==> config.mk <==
export PLATFORM = sky130hd
export DESIGN_NAME = uart_boot_loader
export DESIGN_NICKNAME = d
export VERILOG_FILES = /design/src/rtl/uart_boot_loader.sv
export SDC_FILE = /design/constraint.sdc
export NUM_CORES = 1
export LEC_CHECK = 0
export ABC_AREA = 1
export BUFFER_PORTS_ARGS = -buffer_cell sky130_fd_sc_hd__buf_4
export CAP_MARGIN = 10
export CELL_PAD_IN_SITES_DETAIL_PLACEMENT = 1
export CELL_PAD_IN_SITES_GLOBAL_PLACEMENT = 1
export CORE_AREA = 2 2 125 127
export DETAILED_ROUTE_END_ITERATION = 12
export DIE_AREA = 0 0 127 129
export PLACE_DENSITY = 0.84
export SYNTH_ARGS = -nofsm -noshare
export SYNTH_HDL_FRONTEND = slang
export SYNTH_SLANG_ARGS = --single-unit
==> constraint.sdc <==
create_clock -name clock -period 5.5 [get_ports clock]
set_input_delay 1.375 -clock clock [delete_from_list [all_inputs] [get_ports clock]]
set_output_delay 1.375 -clock clock [all_outputs]
set_load 0.05 [all_outputs]
==> src/rtl/uart_boot_loader.sv <==
// UART frame loader for tz80 block RAM; holds the CPU in reset while a frame loads.
// Optional macro UART_BOOT_LOADER_ACK_EN adds a 'K'/'E' acknowledge byte on tx.
module uart_boot_loader #(
    parameter int CLK_HZ  = 25000000,
    parameter int BAUD    = 230400,
    parameter int TIMEOUT = 65535
) (
    input  logic        clock,
    input  logic        reset,
    input  logic        rx,
    input  logic [15:0] cpu_address,
    input  logic [7:0]  cpu_o_data,
    input  logic        cpu_we,
    output logic [15:0] address,
    output logic [7:0]  o_data,
    output logic        we,
    output logic        cpu_resetn,
    output logic        busy,
    output logic        error,
    output logic        tx
);
    localparam int DIV = CLK_HZ / BAUD;
    localparam int CW  = $clog2(DIV + 1);
    localparam int TW  = $clog2(TIMEOUT + 1);
    localparam logic [CW-1:0] DIV_LAST  = CW'(DIV - 1);
    localparam logic [CW-1:0] HALF_LAST = CW'(DIV / 2 - 1);
    localparam logic [TW-1:0] TO_LAST   = TW'(TIMEOUT - 1);

    typedef enum logic [1:0] {RX_HUNT, RX_START, RX_DATA, RX_STOP} rx_state_t;
    typedef enum logic [2:0] {IDLE, LEN_H, LEN_L, ADR_H, ADR_L, DATA, SUM, RELEASE} state_t;

    rx_state_t       rx_state_reg, rx_state_next;
    logic            rx_meta_reg, rx_sync_reg, rx_prev_reg;
    logic [CW-1:0]   rx_cnt_reg, rx_cnt_next;
    logic [2:0]      rx_bit_reg, rx_bit_next;
    logic [7:0]      rx_shift_reg, rx_shift_next;
    logic            rx_valid_reg, rx_valid_next, rx_ferr_reg, rx_ferr_next;

    state_t          state_reg, state_next;
    logic            busy_reg, busy_next, resetn_reg, resetn_next, error_reg, error_next;
    logic [15:0]     len_reg, len_next, load_addr_reg, load_addr_next;
    logic [7:0]      sum_reg, sum_next, sum_add;
    logic            wr_en_reg, wr_en_next;
    logic [15:0]     wr_addr_reg, wr_addr_next;
    logic [7:0]      wr_data_reg, wr_data_next;
    logic [TW-1:0]   to_cnt_reg, to_cnt_next;
    logic            go_release, release_done;

    always_ff @(posedge clock or posedge reset) begin
        if (reset) begin
            rx_meta_reg  <= 1'b1;
            rx_sync_reg  <= 1'b1;
            rx_prev_reg  <= 1'b1;
            rx_state_reg <= RX_HUNT;
            rx_cnt_reg   <= '0;
            rx_bit_reg   <= '0;
            rx_shift_reg <= '0;
            rx_valid_reg <= 1'b0;
            rx_ferr_reg  <= 1'b0;
        end else begin
            rx_meta_reg  <= rx;
            rx_sync_reg  <= rx_meta_reg;
            rx_prev_reg  <= rx_sync_reg;
            rx_state_reg <= rx_state_next;
            rx_cnt_reg   <= rx_cnt_next;
            rx_bit_reg   <= rx_bit_next;
            rx_shift_reg <= rx_shift_next;
            rx_valid_reg <= rx_valid_next;
            rx_ferr_reg  <= rx_ferr_next;
        end
    end

    always_comb begin
        rx_state_next = rx_state_reg;
        rx_cnt_next   = rx_cnt_reg + CW'(1);
        rx_bit_next   = rx_bit_reg;
        rx_shift_next = rx_shift_reg;
        rx_valid_next = 1'b0;
        rx_ferr_next  = 1'b0;
        case (rx_state_reg)
            RX_HUNT: begin
                rx_cnt_next = '0;
                if (rx_prev_reg && !rx_sync_reg) rx_state_next = RX_START;
            end
            RX_START: if (rx_cnt_reg == HALF_LAST) begin
                // A high line at mid-start is treated as a glitch.
                rx_cnt_next   = '0;
                rx_bit_next   = '0;
                rx_state_next = rx_sync_reg ? RX_HUNT : RX_DATA;
            end
            RX_DATA: if (rx_cnt_reg == DIV_LAST) begin
                rx_cnt_next   = '0;
                rx_shift_next = {rx_sync_reg, rx_shift_reg[7:1]};
                rx_bit_next   = rx_bit_reg + 3'd1;
                if (rx_bit_reg == 3'd7) rx_state_next = RX_STOP;
            end
            RX_STOP: if (rx_cnt_reg == DIV_LAST) begin
                rx_valid_next = rx_sync_reg;
                rx_ferr_next  = !rx_sync_reg;
                rx_state_next = RX_HUNT;
            end
            default: rx_state_next = RX_HUNT;
        endcase
    end

    always_ff @(posedge clock or posedge reset) begin
        if (reset) begin
            state_reg     <= IDLE;
            busy_reg      <= 1'b0;
            resetn_reg    <= 1'b1;
            error_reg     <= 1'b0;
            len_reg       <= '0;
            load_addr_reg <= '0;
            sum_reg       <= '0;
            wr_en_reg     <= 1'b0;
            wr_addr_reg   <= '0;
            wr_data_reg   <= '0;
            to_cnt_reg    <= '0;
        end else begin
            state_reg     <= state_next;
            busy_reg      <= busy_next;
            resetn_reg    <= resetn_next;
            error_reg     <= error_next;
            len_reg       <= len_next;
            load_addr_reg <= load_addr_next;
            sum_reg       <= sum_next;
            wr_en_reg     <= wr_en_next;
            wr_addr_reg   <= wr_addr_next;
            wr_data_reg   <= wr_data_next;
            to_cnt_reg    <= to_cnt_next;
        end
    end

    assign sum_add = sum_reg + rx_shift_reg;

    always_comb begin
        state_next     = state_reg;
        busy_next      = busy_reg;
        resetn_next    = resetn_reg;
        error_next     = error_reg;
        len_next       = len_reg;
        load_addr_next = load_addr_reg;
        sum_next       = sum_reg;
        wr_en_next     = 1'b0;
        wr_addr_next   = wr_addr_reg;
        wr_data_next   = wr_data_reg;
        go_release     = 1'b0;
        to_cnt_next    = (state_reg == IDLE || state_reg == RELEASE || rx_valid_reg)
                         ? '0 : to_cnt_reg + TW'(1);
        case (state_reg)
            IDLE: if (rx_valid_reg && rx_shift_reg == 8'hA5) begin
                state_next  = LEN_H;
                busy_next   = 1'b1;
                resetn_next = 1'b0;
                error_next  = 1'b0;
                sum_next    = '0;
            end
            LEN_H: if (rx_valid_reg) begin
                len_next[15:8] = rx_shift_reg;
                sum_next       = sum_add;
                state_next     = LEN_L;
            end
            LEN_L: if (rx_valid_reg) begin
                len_next[7:0] = rx_shift_reg;
                sum_next      = sum_add;
                state_next    = ADR_H;
            end
            ADR_H: if (rx_valid_reg) begin
                load_addr_next[15:8] = rx_shift_reg;
                sum_next             = sum_add;
                state_next           = ADR_L;
            end
            ADR_L: if (rx_valid_reg) begin
                load_addr_next[7:0] = rx_shift_reg;
                sum_next            = sum_add;
                state_next          = (len_reg != 16'd0) ? DATA : SUM;
            end
            DATA: if (rx_valid_reg) begin
                wr_en_next     = 1'b1;
                wr_addr_next   = load_addr_reg;
                wr_data_next   = rx_shift_reg;
                load_addr_next = load_addr_reg + 16'd1;
                len_next       = len_reg - 16'd1;
                sum_next       = sum_add;
                if (len_reg == 16'd1) state_next = SUM;
            end
            SUM: if (rx_valid_reg) begin
                error_next = (sum_add != 8'h00);
                go_release = 1'b1;
            end
            RELEASE: if (release_done) begin
                state_next  = IDLE;
                busy_next   = 1'b0;
                resetn_next = 1'b1;
            end
            default: state_next = IDLE;
        endcase
        // Framing errors and inter-byte silence abort any frame in flight.
        if (state_reg != IDLE && state_reg != RELEASE) begin
            if (rx_ferr_reg || (!rx_valid_reg && to_cnt_reg == TO_LAST)) begin
                error_next = 1'b1;
                go_release = 1'b1;
            end
        end
        if (go_release) state_next = RELEASE;
    end

`ifdef UART_BOOT_LOADER_ACK_EN
    logic [9:0]    tx_shift_reg;
    logic [CW-1:0] tx_cnt_reg;
    logic [3:0]    tx_bits_reg;
    logic          tx_busy_reg;

    // The acknowledge byte is loaded on the same edge that enters RELEASE.
    always_ff @(posedge clock or posedge reset) begin
        if (reset) begin
            tx_shift_reg <= '1;
            tx_cnt_reg   <= '0;
            tx_bits_reg  <= '0;
            tx_busy_reg  <= 1'b0;
        end else if (go_release) begin
            tx_shift_reg <= {1'b1, (error_next ? 8'h45 : 8'h4B), 1'b0};
            tx_cnt_reg   <= '0;
            tx_bits_reg  <= '0;
            tx_busy_reg  <= 1'b1;
        end else if (tx_busy_reg) begin
            if (tx_cnt_reg == DIV_LAST) begin
                tx_cnt_reg   <= '0;
                tx_shift_reg <= {1'b1, tx_shift_reg[9:1]};
                tx_bits_reg  <= tx_bits_reg + 4'd1;
                if (tx_bits_reg == 4'd9) tx_busy_reg <= 1'b0;
            end else begin
                tx_cnt_reg <= tx_cnt_reg + CW'(1);
            end
        end
    end

    assign tx           = tx_busy_reg ? tx_shift_reg[0] : 1'b1;
    assign release_done = !tx_busy_reg;
`else
    assign tx           = 1'b1;
    assign release_done = 1'b1;
`endif

    assign busy       = busy_reg;
    assign error      = error_reg;
    assign cpu_resetn = resetn_reg;
    assign address    = busy_reg ? wr_addr_reg : cpu_address;
    assign o_data     = busy_reg ? wr_data_reg : cpu_o_data;
    assign we         = busy_reg ? wr_en_reg   : cpu_we;
endmodule

# == After elaboration in Yosys (flattened, before gate mapping) ==
# Index checks and enable logic that the tools add are counted.
# classes
add_sub_neg,6
eq_ne,36
muxes,55
reduce_logical,34
# ops
op,count
one-hot mux 8 bit (2 select lines),5
2-to-1 mux 16 bit,4
"adder 16 x 1 -> 16 bit, second input constant",2
2-to-1 mux 8 bit,4
2-to-1 mux 3 bit,10
"!= test 3 bit, second input constant",7
one-hot mux 3 bit (7 select lines),1
one-hot mux 7 bit (3 select lines),1
"!= test 2 bit, second input constant",10
AND reduction 3 bit,6
"equality test 16 x 1 -> 1 bit, second input constant",1
"equality test 16 bit, second input constant",1
2-to-1 mux 1 bit,16
nonzero test 16 bit,1
nonzero test 8 bit,2
"subtractor 16 x 1 -> 16 bit, second input constant",1
"equality test 3 bit, second input constant",5
2-to-1 mux 2 bit,7
2-to-1 mux 7 bit,2
nonzero test 2 bit,7
adder 8 bit,1
"equality test 8 bit, second input constant",1
one-hot mux 2 bit (4 select lines),1
AND reduction 8 bit,1
other kinds (21),34
# word_totals
reg_bits,112
in_bits,28
output_inout_bits,29

# == Depth between registers and ports, before layout ==
# Gate-level depths: netlist (run 1).
# depth
ltp_word,7
mapped_depth,11

# == Worst setup path after synthesis (run 1) ==
# No wires, ideal clock.
# synth_path
kind,in2out
from,input port cpu_address[10]
to,output port address[10]
arrival_ns,1.761
required_time_ns,4.125
path_slack_ns,2.364
stages,2
cell_sequence,nand2_1 > nand2_1
# synth_via
elab_chain_len,1
# synth_rtl
item,line_no,source
start: declaration,11,"input logic [15:0] cpu_address,"
2-to-1 mux 16 bit,248,assign address = busy_reg ? wr_addr_reg : cpu_address;
end: declaration,14,"output logic [15:0] address,"
# Every way passes these cells.

# == Worst setup path after layout (run 1) ==
# layout_path
from,"register busy_reg, in the netlist busy"
to,output port address[1]
# layout_via
elab_chain_len,1
# layout_rtl
item,line_no,source
start: declaration,40,"logic busy_reg, busy_next, resetn_reg, resetn_next, error_reg, error_next;"
start signal: assignment,121,busy_reg <= busy_next;
2-to-1 mux 16 bit,248,
# Every way passes these cells.

==> results.py, run 1 <==
metrics = {
    "placed_design": {
        "buffer_ports.inserted": 55,
        "routabilityCongestion": 0.814,
        "hpwl_um": 12700,
        "placed_cell_area_um2": 6980,
        "dp.cells": 1103,
    },
    "synth": {
        "ys_seq_area_frac": 0.434,
        "netlist_top_cells_area": "sky130_fd_sc_hd__dfrtp_1 (42%), sky130_fd_sc_hd__nand2_1 (16%), sky130_fd_sc_hd__nor2_1 (5.7%)",
        "postSynthCellCount": 882,
        "syn_area_um2": 6470,
        "post_synth_cell_types": 48,
        "mappedNetlistNets": 927,
        "postSynthAreaPerCell_um2": 7.33,
        "most_common_cell_in_the_netlist": "sky130_fd_sc_hd__nand2_1",
        "yosysWarningCount": 0,
        "predominant_post_synthesis_flop_cell": "sky130_fd_sc_hd__dfrtp_1",
        "synth_area_leader_cell": "sky130_fd_sc_hd__dfrtp_1",
        "ys_top_cells_by_count": "sky130_fd_sc_hd__nand2_1 (271), sky130_fd_sc_hd__dfrtp_1 (108), sky130_fd_sc_hd__nor2_1 (99)",
        "count_of_flip_flops_with_a_built_in_enable_after_synthesis": 0,
        "yosys_register_bits": 112,
        "yosysTopAreaCellShare": 0.418,
        "asyncSetResetFlopFracSynth": 1.00,
    },
    "setup_path": {
        "r2r_setup_slack_ns": 3.19,
        "critical_path_required_ns": 4.12,
        "critical_path_peak_fanout": 27,
        "cp_slowest_stage_delay_ns": 0.85,
        "cp_slowest_cell": "sky130_fd_sc_hd__dfrtp_1",
        "critPathMostFrequentCell": "sky130_fd_sc_hd__nand2_1",
        "critical-path-top-delay-family": "buffers and inverters",
        "path_cells": "clkinv_1 > nand2_1 > nand2_1 > buf_4",
        "critPathKind": "register to output port",
        "crit_buf_inv": 2,
        "start_kind": "register",
        "end_kind": "output port",
        "worstPathArrival_ns": 2.56,
    },
    "timing": {
        "period_minus_slack_ns": 3.93,
        "drv_slew": 0,
        "timing.clock.skew_ns": 0.0158,
        "maxClockFrequency_mhz": 254,
        "setup_tns_ns": 0,
        "setup_violations": 0,
        "hold_viol": 0,
        "worstMarginPinSlew_ns": 0.768,
        "finalCritPeriodShare": 0.715,
        "maxSlewHeadroom": 0.486,
        "rsz0062_at_grt": "no",
    },
    "global_routing": {
        "global_route_wire_length_before_repair_um": 29200,
        "antenna_violations_before_repair": 0,
        "grt_start_max_net_pins": 48,
        "grt_usage": 0.219,
        "first_global_vias": 6146,
        "grt_remaining_overflow": 0,
    },
    "cells_and_area": {
        "share_of_cells_above_drive_strength_1": 0.126,
        "layout.cells.non_filler": 1119,
        "insertedDiodeCount": 0,
        "postLayoutCellArea_um2": 7290,
        "finalNetCount": 971,
        "area.growth.synth_to_final_pct": 12.7,
    },
    "routing": {
        "finalWirelength_um": 16700,
        "via_count_of_the_routed_design": 5782,
        "wl_per_cell_um": 14.9,
        "post_drt_via_cell_ratio": 5.17,
        "remaining_drc_errors": 0,
        "route.antenna.remaining_nets": 0,
        "first_pass_iters": 4,
        "violation_count_after_the_first_detailed_route_iteration": 266,
    },
    "clock_network": {
        "clk_path_buf_depth": 2,
        "cts_sinks": 112,
        "cts_tree": "done",
        "clkSlewWorstSetupHoldPaths_ns": 0.09,
        "quantity_of_hold_fixing_buffers_added_after_cts": 0,
        "cts_max_level": 3,
        "clockRootBuffer": "sky130_fd_sc_hd__clkbuf_16",
        "cts_resized": 0,
        "postCtsSetupBuffers": 0,
        "clk_latency_ns": 0.37,
        "numCtsBuffers": 9,
    },
    "power_and_ir_drop": {
        "p_leak_nw": 3.76,
        "vdd_drop_max_uv": 171,
        "power.density_cell_area_nw_per_um2": 232,
        "design_power_total_mw": 1.69,
    },
    "floorplan": {
        "io_pins": 57,
        "std_cell_rows": 45,
        "die_outline_height_um": 129,
        "placeable_core_area_um2": 15000,
        "die_area_um2": 16400,
        "die-width_um": 127,
        "initial_core_util": 0.432,
    },
    "job": {
        "max-cap-violations": 0,
    },
    "outcome": {
        "result_of_the_run": "complete, no violations",
    },
    "min_path": {
        "hold_class": "register to register",
    },
}
[cells by family (layout without fill, tap and decap cells)]
family	Yosys count	count (layout)	synth area share
adder cells (fa/ha/maj)	17	17	0.0340
flip-flops	112	112	0.434
multiplexers	1	1	0.00155
buffers and inverters	130	179	0.0855
AND/OR/NAND/NOR	476	476	0.312
XOR/XNOR	15	15	0.0203
other	1	1	0.000580
AO/OA/AOI/OAI	130	130	0.111
[power by group]
part,switching [mW],total (mW),internal [mW]
sequential,0.0246,0.868,0.844
clock,0.353,0.681,0.328
combinational,0.0922,0.141,0.0490
[through the flow]
step / hold WS, ns / util / setup WS (ns)
final: 0.361 / 0.487 / 1.57
after global routing: 0.364 / 0.487 / 1.26
after CTS: 0.361 / 0.487 / 1.49
after detailed placement: 0.349 / 0.466 / 1.91
after global placement: 0.347 / 0.466 / 2.02
after floorplan: 0.345 / - / 1.17
[placed cells by master (no fill, tap or decap), drive strengths merged, types with 9 or more instances in the layout]
cell type,Yosys,final
dfrtp,108,108
nand4,10,10
nand2,281,281
xor2,11,11
a21oi,31,31
nand3,56,56
inv,104,108
buf,17,57
nor3,16,16
o21ai,76,76
clkbuf,7,9
ha,16,16
a22oi,9,9
nor2,108,108
[worst paths after layout]
check	start	end	depth (start not counted)
max	busy	address[1]	4
min	rx_meta_reg	rx_sync_reg	0
max reg2reg	rx_valid_reg	len_reg[7]	7
min reg2reg	rx_meta_reg	rx_sync_reg	0
max in group asynchronous	reset	wr_addr_reg[11]	3
min in group asynchronous	reset	rx_cnt_reg[0]	2
[cell type report]
class | count | area [µm²]
Fill cell | 1956 | 7680
Multi-Input combinational cell | 640 | 3110
Sequential cell | 112 | 2810
Timing Repair Buffer | 57 | 428
Inverter | 106 | 405
Tap cell | 188 | 235
Clock buffer | 9 | 225
Clock inverter | 7 | 83.8
[layer usage]
layer / GRT usage / up-vias / part of all wire
met1: 0.277 / 2790 / 0.45
met4: 0.0705 / 0 / 0.016
met3: 0.0295 / 18 / 0.033
met5: 0 / - / 0
li1: - / 2892 / -
met2: 0.391 / 82 / 0.50
No activity file was read; power rests on OpenSTA's default activity.
==> run 2: changes to the inputs <==
CORE_AREA = 2 2 131 133   (was 2 2 125 127)
DIE_AREA = 0 0 133 135   (was 0 0 127 129)
PLACE_DENSITY = 0.81   (was 0.84)
clock period = 3.3 ns   (was 5.5 ns; I/O delays follow)
==> results.py, run 2 (synthesis results as in run 1) <==
metrics = {
    "timing": {
        "finalCritPeriodShare": 0.882,
        "hold_viol": 0,
        "timing.clock.skew_ns": 0.00927,
        "maxSlewHeadroom": 0.534,
        "maxClockFrequency_mhz": 343,
        "period_minus_slack_ns": 2.91,
        "rsz0062_at_grt": "no",
        "drv_slew": 0,
        "worstMarginPinSlew_ns": 0.694,
        "setup_tns_ns": 0,
        "setup_violations": 0,
    },
    "cells_and_area": {
        "area.growth.synth_to_final_pct": 13.9,
        "area.sequential_um2": 2810,
        "mostFrequentLayoutCells": "sky130_fd_sc_hd__nand2_1 (271), sky130_fd_sc_hd__dfrtp_1 (108), sky130_fd_sc_hd__nor2_1 (99)",
        "postLayoutCellArea_um2": 7370,
        "multi_input_comb_area_um2": 3110,
        "n_fill_cell": 2063,
        "final_util": 0.449,
        "finalNetCount": 974,
        "share_of_cells_above_drive_strength_1": 0.128,
        "insertedDiodeCount": 0,
        "layout.cells.non_filler": 1154,
        "final_common_cell": "sky130_fd_sc_hd__nand2_1",
    },
    "floorplan": {
        "io_pins": 57,
        "die_area_um2": 18000,
        "initial_core_util": 0.394,
        "die-width_um": 133,
        "placeable_core_area_um2": 16400,
        "std_cell_rows": 47,
        "die_outline_height_um": 135,
    },
    "placed_design": {
        "hpwl_um": 12600,
        "dp.cells": 1138,
        "placed_cell_area_um2": 7070,
        "routabilityCongestion": 0.818,
        "buffer_ports.inserted": 55,
    },
    "routing": {
        "finalWirelength_um": 16500,
        "wl_per_cell_um": 14.3,
        "route.antenna.remaining_nets": 0,
        "post_drt_via_cell_ratio": 4.99,
        "via_count_of_the_routed_design": 5760,
        "violation_count_after_the_first_detailed_route_iteration": 254,
        "remaining_drc_errors": 0,
        "first_pass_iters": 4,
    },
    "setup_path": {
        "critPathKind": "register to output port",
        "critical_path_peak_fanout": 27,
        "worstPathArrival_ns": 2.09,
        "end_kind": "output port",
        "start_kind": "register",
        "critical_path_required_ns": 2.47,
    },
    "global_routing": {
        "first_global_vias": 5847,
        "antenna_violations_before_repair": 0,
        "grt_usage": 0.192,
        "global_route_wire_length_before_repair_um": 28100,
        "grt_remaining_overflow": 0,
        "grt_start_max_net_pins": 54,
    },
    "power_and_ir_drop": {
        "combinational_fraction_of_design_power": 0.084,
        "p_int_mw": 2.03,
        "p_leak_nw": 3.78,
        "power.density_cell_area_nw_per_um2": 380,
        "vdd_drop_max_uv": 281,
        "power.clock.fraction": 0.399,
        "net-switching-power_uw": 770,
        "swShare": 0.275,
        "seq_power_share": 0.517,
    },
    "clock_network": {
        "clk_latency_ns": 0.36,
        "postCtsSetupBuffers": 0,
        "cts_max_level": 3,
        "quantity_of_hold_fixing_buffers_added_after_cts": 0,
        "clockRootBuffer": "sky130_fd_sc_hd__clkbuf_16",
        "clk_path_buf_depth": 2,
        "cts_sinks": 112,
        "cts_resized": 0,
        "clkSlewWorstSetupHoldPaths_ns": 0.08,
        "cts_tree": "done",
        "numCtsBuffers": 9,
    },
    "outcome": {
        "result_of_the_run": "complete, no violations",
    },
    "min_path": {
        "hold_class": "register to register",
    },
    "job": {
        "max-cap-violations": 0,
    },
}
## run 2: worst paths after layout
kind,start,end,slack (ns),depth (start not counted)
hold reg to reg,rx_meta_reg,rx_sync_reg,0.36,0
setup / recovery,busy,address[2],0.39,5
max in group asynchronous,reset,cpu_resetn,2.05,3
setup reg to reg,state_reg[1],state_reg[0],1.33,10
min in group asynchronous,reset,to_cnt_reg[13],0.54,2
hold / removal,rx_meta_reg,rx_sync_reg,0.36,0
## run 2: area by class of cell
cell class              count  area share
inverters                 106      0.0552
clock inverters             7     0.00934
clock buffers               9      0.0306
multi-input cells         640       0.422
flip-flops and latches    112       0.381
well taps                 220      0.0374
repair buffers             60      0.0645
## run 2: routing by layer
layer  global-route usage  up-vias  part of all wire
met3               0.0255       17             0.036
met5                    0        -                 0
li1                     -     2907                 -
met2                0.341       79              0.50
met4               0.0687        0             0.019
met1                0.240     2757              0.45
## run 2: per-stage QoR
step                      power (mW)  hold WS, ns  setup slack (ns)
after detailed placement        1.72        0.348             0.766
after global placement          1.71        0.346             0.841
after global routing            2.92        0.367            0.0712
final                           2.80        0.359             0.388
after floorplan                 1.63        0.345             0.810
after CTS                       2.84        0.360             0.355
## run 2: critical path: stages (launching register included)
cell	delay, ns
sky130_fd_sc_hd__dfrtp_1	0.33
sky130_fd_sc_hd__buf_4	0.26
sky130_fd_sc_hd__clkinv_1	0.62
sky130_fd_sc_hd__nand2_1	0.24
sky130_fd_sc_hd__nand2_1	0.07
sky130_fd_sc_hd__buf_4	0.19
## run 2: power groups by stage
stage          combinational [mW]  sequential [mW]  clock [mW]
2_1_floorplan               0.162             1.46           0
3_3_place_gp                0.234             1.47           0
3_5_place_dp                0.241             1.47           0
4_1_cts                     0.241             1.45        1.15
5_1_grt                     0.266             1.45        1.20
6_report                    0.236             1.45        1.12
==> run 3: changes to the inputs <==
BUFFER_PORTS_ARGS = not set   (was -buffer_cell sky130_fd_sc_hd__buf_4)
CORE_AREA = 2 2 128 130   (was 2 2 131 133)
DIE_AREA = 0 0 130 132   (was 0 0 133 135)
DONT_BUFFER_PORTS = 1   (was not set)
PLACE_DENSITY = 0.79   (was 0.81)
==> results.py, run 3 (synthesis results as in run 1) <==
metrics = {
    "setup_path": {
        "crit_buf_inv": 2,
        "end_kind": "output port",
        "critical_path_peak_fanout": 26,
        "cp_slowest_stage_delay_ns": 0.56,
        "critPathKind": "register to output port",
        "start_kind": "register",
        "critical-path-top-delay-family": "buffers and inverters",
        "critical_path_required_ns": 2.47,
        "cp_slowest_cell": "sky130_fd_sc_hd__clkinv_1",
        "worstPathArrival_ns": 1.79,
        "critPathMostFrequentCell": "sky130_fd_sc_hd__nand2_1",
        "path_cells": "clkinv_1 > nand2_1 > nand2_1 > buf_4",
    },
    "floorplan": {
        "initial_core_util": 0.412,
        "die_outline_height_um": 132,
        "placeable_core_area_um2": 15700,
        "die_area_um2": 17200,
        "die-width_um": 130,
        "io_pins": 57,
        "std_cell_rows": 46,
    },
    "clock_network": {
        "numCtsBuffers": 9,
        "clk_latency_ns": 0.36,
        "cts_max_level": 3,
        "cts_sinks": 112,
        "cts_resized": 0,
        "cts_tree": "done",
        "postCtsSetupBuffers": 0,
        "clkSlewWorstSetupHoldPaths_ns": 0.08,
        "clk_path_buf_depth": 2,
        "clockRootBuffer": "sky130_fd_sc_hd__clkbuf_16",
        "quantity_of_hold_fixing_buffers_added_after_cts": 0,
    },
    "cells_and_area": {
        "finalNetCount": 943,
        "final_common_cell": "sky130_fd_sc_hd__nand2_1",
        "area.growth.synth_to_final_pct": 10.5,
        "insertedDiodeCount": 0,
        "share_of_cells_above_drive_strength_1": 0.0986,
        "mostFrequentLayoutCells": "sky130_fd_sc_hd__nand2_1 (271), sky130_fd_sc_hd__dfrtp_1 (108), sky130_fd_sc_hd__nor2_1 (99)",
        "postLayoutCellArea_um2": 7150,
    },
    "job": {
        "max-cap-violations": 0,
    },
    "power_and_ir_drop": {
        "p_leak_nw": 3.64,
        "p_int_mw": 2.14,
        "combinational_fraction_of_design_power": 0.073,
        "power.density_cell_area_nw_per_um2": 401,
        "power.clock.fraction": 0.423,
        "swShare": 0.253,
        "vdd_drop_max_uv": 264,
        "seq_power_share": 0.504,
        "net-switching-power_uw": 726,
    },
    "timing": {
        "worstMarginPinSlew_ns": 0.703,
        "hold_viol": 0,
        "finalCritPeriodShare": 0.792,
        "drv_slew": 0,
        "maxClockFrequency_mhz": 382,
        "rsz0062_at_grt": "no",
        "setup_tns_ns": 0,
        "timing.clock.skew_ns": 0.00972,
        "maxSlewHeadroom": 0.528,
        "setup_violations": 0,
        "period_minus_slack_ns": 2.61,
    },
    "min_path": {
        "hold_class": "register to register",
    },
    "global_routing": {
        "first_global_vias": 5932,
        "global_route_wire_length_before_repair_um": 28200,
        "grt_remaining_overflow": 0,
        "antenna_violations_before_repair": 0,
        "grt_usage": 0.203,
        "grt_start_max_net_pins": 113,
    },
    "routing": {
        "finalWirelength_um": 16500,
        "via_count_of_the_routed_design": 5740,
        "remaining_drc_errors": 0,
        "post_drt_via_cell_ratio": 5.13,
        "route.antenna.remaining_nets": 0,
        "violation_count_after_the_first_detailed_route_iteration": 231,
        "wl_per_cell_um": 14.7,
        "first_pass_iters": 4,
    },
    "placed_design": {
        "placed_cell_area_um2": 6820,
        "routabilityCongestion": 0.856,
        "buffer_ports.inserted": 0,
        "hpwl_um": 12100,
    },
    "outcome": {
        "result_of_the_run": "complete, no violations",
    },
}
-- run 3: area by class of cell --
cell class	instances	area [µm²]
repair buffers	29	230
fillers	2008	8560
inverters	106	407
multi-input cells	640	3110
clock inverters	7	103
well taps	216	270
flip-flops and latches	112	2810
clock buffers	9	225
-- run 3: stage by stage --
step                instances  hold slack [ns]  utilization  power [mW]  worst slack [ns]
floorplan                 882            0.345            -        1.63             0.810
global placement         1103            0.345        0.434        1.68              1.18
detailed placement       1103            0.347        0.434        1.69              1.06
CTS                      1119            0.358        0.455        2.91             0.647
global route             1119            0.360        0.455        2.98             0.511
finish                   1119            0.357        0.455        2.87             0.686
-- run 3: power groups by stage --
stage          Combinational, mW  Sequential (mW)  Clock [mW]
2_1_floorplan              0.162             1.46           0
3_3_place_gp               0.207             1.47           0
3_5_place_dp               0.213             1.47           0
4_1_cts                    0.214             1.45        1.25
5_1_grt                    0.237             1.45        1.29
6_report                   0.208             1.45        1.21
-- run 3: path summary, 6_finish.rpt --
path / depth (start not counted) / startpoint / endpoint / slack (ns)
setup reg to reg: 9 / state_reg[0] / state_reg[2] / 1.27
setup / recovery: 4 / busy / address[9] / 0.69
min in group asynchronous: 2 / reset / to_cnt_reg[5] / 0.46
hold / removal: 0 / rx_meta_reg / rx_sync_reg / 0.36
max in group asynchronous: 2 / reset / sum_reg[4] / 2.29
hold reg to reg: 0 / rx_meta_reg / rx_sync_reg / 0.36
-- run 3: metal layers --
metal  wire (µm)  global-route usage
met2        8250               0.350
met1        7440               0.259
met5           0                   0
met4         320              0.0795
met3         474              0.0239
